**src/rtl/vga_timing_pkg.sv**
```systemverilog
// vga_timing_pkg
//   Shared VGA 640x480@60 timing constants and the coordinate type used by
//   vga_timing_gen, color_mapper and the ball/sprite logic.
//   - DEF_* : default visible/porch/sync sizes (pixels or lines)
//   - DEF_H_TOTAL / DEF_V_TOTAL : full line / frame lengths
//   - DEF_HS_* / DEF_VS_* : first and last counter value of each sync pulse
//   - coord_t : 10-bit unsigned raster coordinate
package vga_timing_pkg;

    localparam int DEF_H_VISIBLE = 640;
    localparam int DEF_H_FRONT   = 16;
    localparam int DEF_H_SYNC    = 96;
    localparam int DEF_H_BACK    = 48;
    localparam int DEF_V_VISIBLE = 480;
    localparam int DEF_V_FRONT   = 10;
    localparam int DEF_V_SYNC    = 2;
    localparam int DEF_V_BACK    = 33;

    localparam int DEF_H_TOTAL = DEF_H_VISIBLE + DEF_H_FRONT + DEF_H_SYNC + DEF_H_BACK;
    localparam int DEF_V_TOTAL = DEF_V_VISIBLE + DEF_V_FRONT + DEF_V_SYNC + DEF_V_BACK;

    // Inclusive sync windows: HS 656..751, VS 490..491 for the defaults.
    localparam int DEF_HS_FIRST = DEF_H_VISIBLE + DEF_H_FRONT;
    localparam int DEF_HS_LAST  = DEF_HS_FIRST + DEF_H_SYNC - 1;
    localparam int DEF_VS_FIRST = DEF_V_VISIBLE + DEF_V_FRONT;
    localparam int DEF_VS_LAST  = DEF_VS_FIRST + DEF_V_SYNC - 1;

    typedef logic [9:0] coord_t;

endpackage

```
**src/rtl/vga_sync_delay.sv**
```systemverilog
// vga_sync_delay
//   pix_ce-gated shift register that re-times the HS/VS/BLANK_N bits so they
//   line up with a pipelined pixel-colour path.
//   Ports:
//     clk, reset : clock, synchronous active-high reset
//     ce         : advance enable (one Clk per pixel)
//     din        : {hs, vs, blank_n} from the decode register
//     dout       : din delayed by DEPTH pixel times
//   Every stage resets to RST_VAL so the outputs read as idle (sync high,
//   blanked) until real decode values have propagated through.
module vga_sync_delay #(
    parameter int               DEPTH   = 2,
    parameter int               WIDTH   = 3,
    parameter logic [WIDTH-1:0] RST_VAL = '0
) (
    input  logic             clk,
    input  logic             reset,
    input  logic             ce,
    input  logic [WIDTH-1:0] din,
    output logic [WIDTH-1:0] dout
);

    logic [DEPTH-1:0][WIDTH-1:0] stage;

    always_ff @(posedge clk) begin
        if (reset) begin
            stage <= {DEPTH{RST_VAL}};
        end else if (ce) begin
            stage[0] <= din;
            for (int i = 1; i < DEPTH; i++) begin
                stage[i] <= stage[i-1];
            end
        end
    end

    assign dout = stage[DEPTH-1];

endmodule

```
**src/rtl/vga_timing_gen.sv**
```systemverilog
// vga_timing_gen
//   640x480@60 raster timing from the 50 MHz system clock.
//   Ports:
//     Clk, Reset          : 50 MHz clock, synchronous active-high reset
//     VGA_Clk, pix_ce     : pixel clock (Clk/2) and its one-Clk enable
//     DrawX, DrawY        : raster counters 0..H_TOTAL-1 / 0..V_TOTAL-1
//     VGA_HS, VGA_VS      : active-low syncs, registered decode of the counters
//     VGA_BLANK_N         : high inside the visible region
//     VGA_SYNC_N          : tied low
//     line_start          : one-Clk pulse with the DrawX wrap
//     frame_start         : one-Clk pulse with the DrawX+DrawY wrap
//   Build option: define VGA_TIMING_SYNC_DELAY_EN to delay HS/VS/BLANK_N by a
//   further two pixel times (vga_sync_delay), matching a registered
//   sprite-ROM + palette colour path. Counters and strobes are unaffected.
module vga_timing_gen
    import vga_timing_pkg::*;
#(
    parameter int H_VISIBLE = DEF_H_VISIBLE,
    parameter int H_FRONT   = DEF_H_FRONT,
    parameter int H_SYNC    = DEF_H_SYNC,
    parameter int H_BACK    = DEF_H_BACK,
    parameter int V_VISIBLE = DEF_V_VISIBLE,
    parameter int V_FRONT   = DEF_V_FRONT,
    parameter int V_SYNC    = DEF_V_SYNC,
    parameter int V_BACK    = DEF_V_BACK
) (
    input  logic   Clk,
    input  logic   Reset,
    output logic   VGA_Clk,
    output logic   pix_ce,
    output coord_t DrawX,
    output coord_t DrawY,
    output logic   VGA_HS,
    output logic   VGA_VS,
    output logic   VGA_BLANK_N,
    output logic   VGA_SYNC_N,
    output logic   line_start,
    output logic   frame_start
);

    localparam int H_TOTAL = H_VISIBLE + H_FRONT + H_SYNC + H_BACK;
    localparam int V_TOTAL = V_VISIBLE + V_FRONT + V_SYNC + V_BACK;

    localparam coord_t X_LAST   = coord_t'(H_TOTAL - 1);
    localparam coord_t Y_LAST   = coord_t'(V_TOTAL - 1);
    localparam coord_t X_VIS    = coord_t'(H_VISIBLE);
    localparam coord_t Y_VIS    = coord_t'(V_VISIBLE);
    localparam coord_t HS_FIRST = coord_t'(H_VISIBLE + H_FRONT);
    localparam coord_t HS_LAST  = coord_t'(H_VISIBLE + H_FRONT + H_SYNC - 1);
    localparam coord_t VS_FIRST = coord_t'(V_VISIBLE + V_FRONT);
    localparam coord_t VS_LAST  = coord_t'(V_VISIBLE + V_FRONT + V_SYNC - 1);

    logic   pix_q;
    coord_t x_q, y_q;
    logic   ls_q, fs_q;

    // Counters commit on the same edge that raises pix_ce, so the cycle in
    // which pix_ce = 1 already shows the new coordinate (and any wrap strobe).
    // The first edge after reset therefore moves DrawX 0 -> 1 with no strobe.
    always_ff @(posedge Clk) begin
        if (Reset) begin
            pix_q <= 1'b0;
            x_q   <= '0;
            y_q   <= '0;
            ls_q  <= 1'b0;
            fs_q  <= 1'b0;
        end else begin
            pix_q <= ~pix_q;
            ls_q  <= 1'b0;
            fs_q  <= 1'b0;
            if (!pix_q) begin
                if (x_q == X_LAST) begin
                    x_q  <= '0;
                    ls_q <= 1'b1;
                    if (y_q == Y_LAST) begin
                        y_q  <= '0;
                        fs_q <= 1'b1;
                    end else begin
                        y_q <= y_q + coord_t'(1);
                    end
                end else begin
                    x_q <= x_q + coord_t'(1);
                end
            end
        end
    end

    logic hs_d, vs_d, bn_d;
    logic hs_q, vs_q, bn_q;

    always_comb begin
        hs_d = !((x_q >= HS_FIRST) && (x_q <= HS_LAST));
        vs_d = !((y_q >= VS_FIRST) && (y_q <= VS_LAST));
        bn_d = (x_q < X_VIS) && (y_q < Y_VIS);
    end

    // Decode register runs every Clk, giving one Clk of latency behind the
    // counters; within a pixel it settles before the next pix_ce.
    always_ff @(posedge Clk) begin
        if (Reset) begin
            hs_q <= 1'b1;
            vs_q <= 1'b1;
            bn_q <= 1'b0;
        end else begin
            hs_q <= hs_d;
            vs_q <= vs_d;
            bn_q <= bn_d;
        end
    end

`ifdef VGA_TIMING_SYNC_DELAY_EN
    logic [2:0] sync_dly;

    vga_sync_delay #(
        .DEPTH   (2),
        .WIDTH   (3),
        .RST_VAL (3'b110)
    ) u_sync_delay (
        .clk   (Clk),
        .reset (Reset),
        .ce    (pix_q),
        .din   ({hs_q, vs_q, bn_q}),
        .dout  (sync_dly)
    );

    assign {VGA_HS, VGA_VS, VGA_BLANK_N} = sync_dly;
`else
    assign VGA_HS      = hs_q;
    assign VGA_VS      = vs_q;
    assign VGA_BLANK_N = bn_q;
`endif

    // VGA_Clk is the toggle flop itself: its rising edge is the pix_ce cycle.
    assign VGA_Clk     = pix_q;
    assign pix_ce      = pix_q;
    assign DrawX       = x_q;
    assign DrawY       = y_q;
    assign VGA_SYNC_N  = 1'b0;
    assign line_start  = ls_q;
    assign frame_start = fs_q;

endmodule
```
**config.mk**
```make
export PLATFORM = sky130hd
export DESIGN_NAME = vga_timing_gen
export DESIGN_NICKNAME = d
export VERILOG_FILES = /design/src/rtl/vga_timing_pkg.sv /design/src/rtl/vga_sync_delay.sv /design/src/rtl/vga_timing_gen.sv
export SDC_FILE = /design/constraint.sdc
export NUM_CORES = 1
export LEC_CHECK = 0
export ABC_CLOCK_PERIOD_IN_PS = 2360
export BUFFER_PORTS_ARGS = -buffer_cell sky130_fd_sc_hd__buf_2
export CAP_MARGIN = 25
export CORE_MARGIN = 3
export CORE_UTILIZATION = 52
export DETAILED_ROUTE_END_ITERATION = 10
export PLACE_DENSITY_LB_ADDON = 0.3
export SLEW_MARGIN = 30
export SYNTH_ARGS = -nofsm -noshare
export SYNTH_HDL_FRONTEND = slang
export SYNTH_SLANG_ARGS = --single-unit
```
**constraint.sdc**
```tcl
create_clock -name Clk -period 2.36 [get_ports Clk]
set_input_delay 0.236 -clock Clk [delete_from_list [all_inputs] [get_ports Clk]]
set_output_delay 0.236 -clock Clk [all_outputs]
set_load 0.1 [all_outputs]
```
==> impl_metrics.toml <==
[status]
status = "completed"

[die]
die_x_um = 54.8
die-area_um2 = 3010
ioPinCount = 30
rows = 17
start_util = 0.555
core_area_um2 = 2230
die_h_um = 54.8

[worst_setup_path]
cp_slowest_cell = "or4b_1"
crit_required_ns = 2.62
crit_end = "DrawY[7]$_SDFFE_PP0P_"
criticalPathCategory = "reg -> reg"
arrival_ns = 2.26
cp-end-kind = "flip-flop"
worst-path-max-fanout = 18
setup.worst_path.start = "DrawX[0]$_SDFFE_PP0N_"
crit_chain = "ha_1, and4b_1, nand4_4, or4b_1, a21oi_1"
r2r_slack_ns = 0.36
reg2reg_from = "DrawX[0]$_SDFFE_PP0N_"
worstReg2RegEnd = "DrawY[7]$_SDFFE_PP0P_"
start_kind = "flip-flop"
max_stage_delay_ns = 0.59
reg2regPathDepth = 5

[global_routing]
met2_usage = 0.339
use_met3 = 0.0327
grt-ovfl-total = 0
antenna_found_initial = 0
grt_pass1_wl_um = 4160
grt_pass1_vias = 945
grt_use_met1 = 0.224
grt_usage = 0.191
grt-busiest-layer = "met2"
grt_max_degree = 19

[timing]
setup_ws_ns = 0.357
drv_slew = 0
min_period_ns = 2.00
fmax_mhz = 499
setup_viol = 0
worst_clock_skew_ns = 0.00157
rsz0062_at_grt = "false"
fin_tns_setup_ns = 0
hold_violations = 0
period_share = 0.849

[routing]
wl_per_cell_um = 13.5
detail_route.vias_per_cell = 5.70
antenna_left = 0
drc = 0
drtPass1Iterations = 4
vias = 1100
drtIter0Drc = 27
wl_um = 2620

[logic_synthesis]
yosysUniqueCellTypes = 41
synth_flop_cell = "dfxtp_1"
ys_top_cells_by_count = "dfxtp_1 (26), nor2_1 (18), nand2_1 (9), a21oi_1 (8), nand3_1 (8)"
yosysWarnings = 0
ys_seq_area_frac = 0.420
yosysTopAreaCell = "dfxtp_1"
async_reset_ff_frac = 0
ys_ff_latch = 26
syn_avg_cell_area_um2 = 8.79
synth_nets = 148
synthCells = 141
syn_area_um2 = 1240
synth_edf_count = 0
synth_top_area_share = 0.420
synth.most_common_cell = "dfxtp_1"
synth_area_leaders = "dfxtp_1 (42%), nor2_1 (5.4%), ha_1 (5.0%), xnor2_1 (4.2%), a21oi_1 (3.2%)"

[placement]
place_ws_ns = 0.419
dpl_cell_area_um2 = 1370
dpl.hpwl_um = 1800
portBuffers = 28
gp_congestion = 0.856
dp.cells = 189

[final_layout]
fillers = 197
design_area_um2 = 1420
final_cells = 193
insertedDiodeCount = 0
area_delta_synth_final_pct = 14.4
post_route_cells_drive_above_1_share = 0.212
final_nets = 173
fin_util = 0.635

[clocking]
cts_resized = 0
cts_max_path_buffers = 2
cts.clk_slew.worst_paths_ns = 0.14
clock_latency_ns = 0.31
root_buffer = "clkbuf_4"
h-tree-depth = 1
cts_buffers = 3
cts_sinks = 26
ctsHoldBuffers = 0
post_cts_buffers = 0
cts_tree = "yes"

[worst_hold_path]
hp-class = "in -> reg"

[power]
power_per_cell_area_nw_per_um2 = 612
power_leakage_uw = 0.000564
vdd_drop_max_uv = 372

[job]
maxCapViolCount = 0
## report_power, final
group	switching, uW	internal (uW)	leakage (uW)
Combinational	90.4	16.8	0.000325
Clock	132	172	0.0000279
Sequential	9.83	448	0.000211
## layout by cell type, fill, tap and decap left out, types with 2 or more instances in the layout
cell type and n:
buf_2 28, dfxtp_1 24, nor2_1 18, nand2_1 9, nand3_1 8, a21oi_1 8, xnor2_1 6, inv_1 5
nor3_1 5, o21ai_0 5, ha_1 5, nand4_1 4, xor2_1 3, or3_1 3, clkbuf_4 3, dfxtp_2 2
and3_1 2, nor3b_1 2, and4_1 2, o31ai_1 2
## routing by layer
layer,vias to the layer above,routed length [um]
li1,543,-
met3,4,147
met4,0,29
met5,-,0
met2,31,1320
met1,522,1120
## critical path: cells and delay by family (launching register included)
kind / cells / cell delay (ns)
flops: 1 / 0.40
fa+ha+maj: 1 / 0.18
compound gates: 1 / 0.15
simple gates: 3 / 1.22
## cell type report
class,instances,area (um^2),area share
timing repair buffer,28,140,0.0988
inverter,5,18.8,0.0132
clock inverter,1,30.0,0.0212
sequential,26,523,0.369
multi-input combinational,102,649,0.458
clock buffer,3,22.5,0.0159
tap,28,35.0,0.0247
## sequential cells by signal, summed over array words and instances (netlist names)
name	flops
VGA_BLANK_N	1
frame_start	1
VGA_Clk	1
VGA_VS	1
VGA_HS	1
DrawY	10
DrawX	10
line_start	1
## metrics by stage
| stage | total power (uW) | hold WS, ns |
|---|---|---|
| after floorplan | 563 | 0.308 |
| after global placement | 572 | 0.438 |
| after detailed placement | 575 | 0.439 |
| after CTS | 877 | 0.241 |
| after global routing | 906 | 0.246 |
| final | 869 | 0.250 |
## logic make-up (layout without fill, tap and decap cells)
logic type / count (synthesis) / in the layout / share of synthesized area
buffers and inverters: 13 / 37 / 0.0565
other: 1 / 1 / 0.00302
AND/OR/NAND/NOR: 64 / 64 / 0.289
XOR/XNOR: 9 / 9 / 0.0636
multiplexers: 1 / 1 / 0.00807
adder cells (fa/ha/maj): 5 / 5 / 0.0505
flip-flops: 26 / 26 / 0.420
AO/OA/AOI/OAI: 22 / 22 / 0.110
## worst min path at each step
| stage | from | to | slack, ns | cells past startpoint |
|---|---|---|---|---|
| final | Reset | VGA_Clk$_SDFF_PP0_ | 0.25 | 2 |
| after global routing | Reset | VGA_Clk$_SDFF_PP0_ | 0.25 | 2 |
| after CTS | Reset | VGA_Clk$_SDFF_PP0_ | 0.24 | 2 |
| after detailed placement | DrawX[9]$_SDFFE_PP0N_ | VGA_HS$_SDFF_PP1_ | 0.44 | 1 |
| after global placement | DrawX[9]$_SDFFE_PP0N_ | VGA_HS$_SDFF_PP1_ | 0.44 | 1 |
| after floorplan | Reset | DrawY[4]$_SDFFE_PP0P_ | 0.31 | 1 |
No activity file was read; power rests on OpenSTA's default activity.
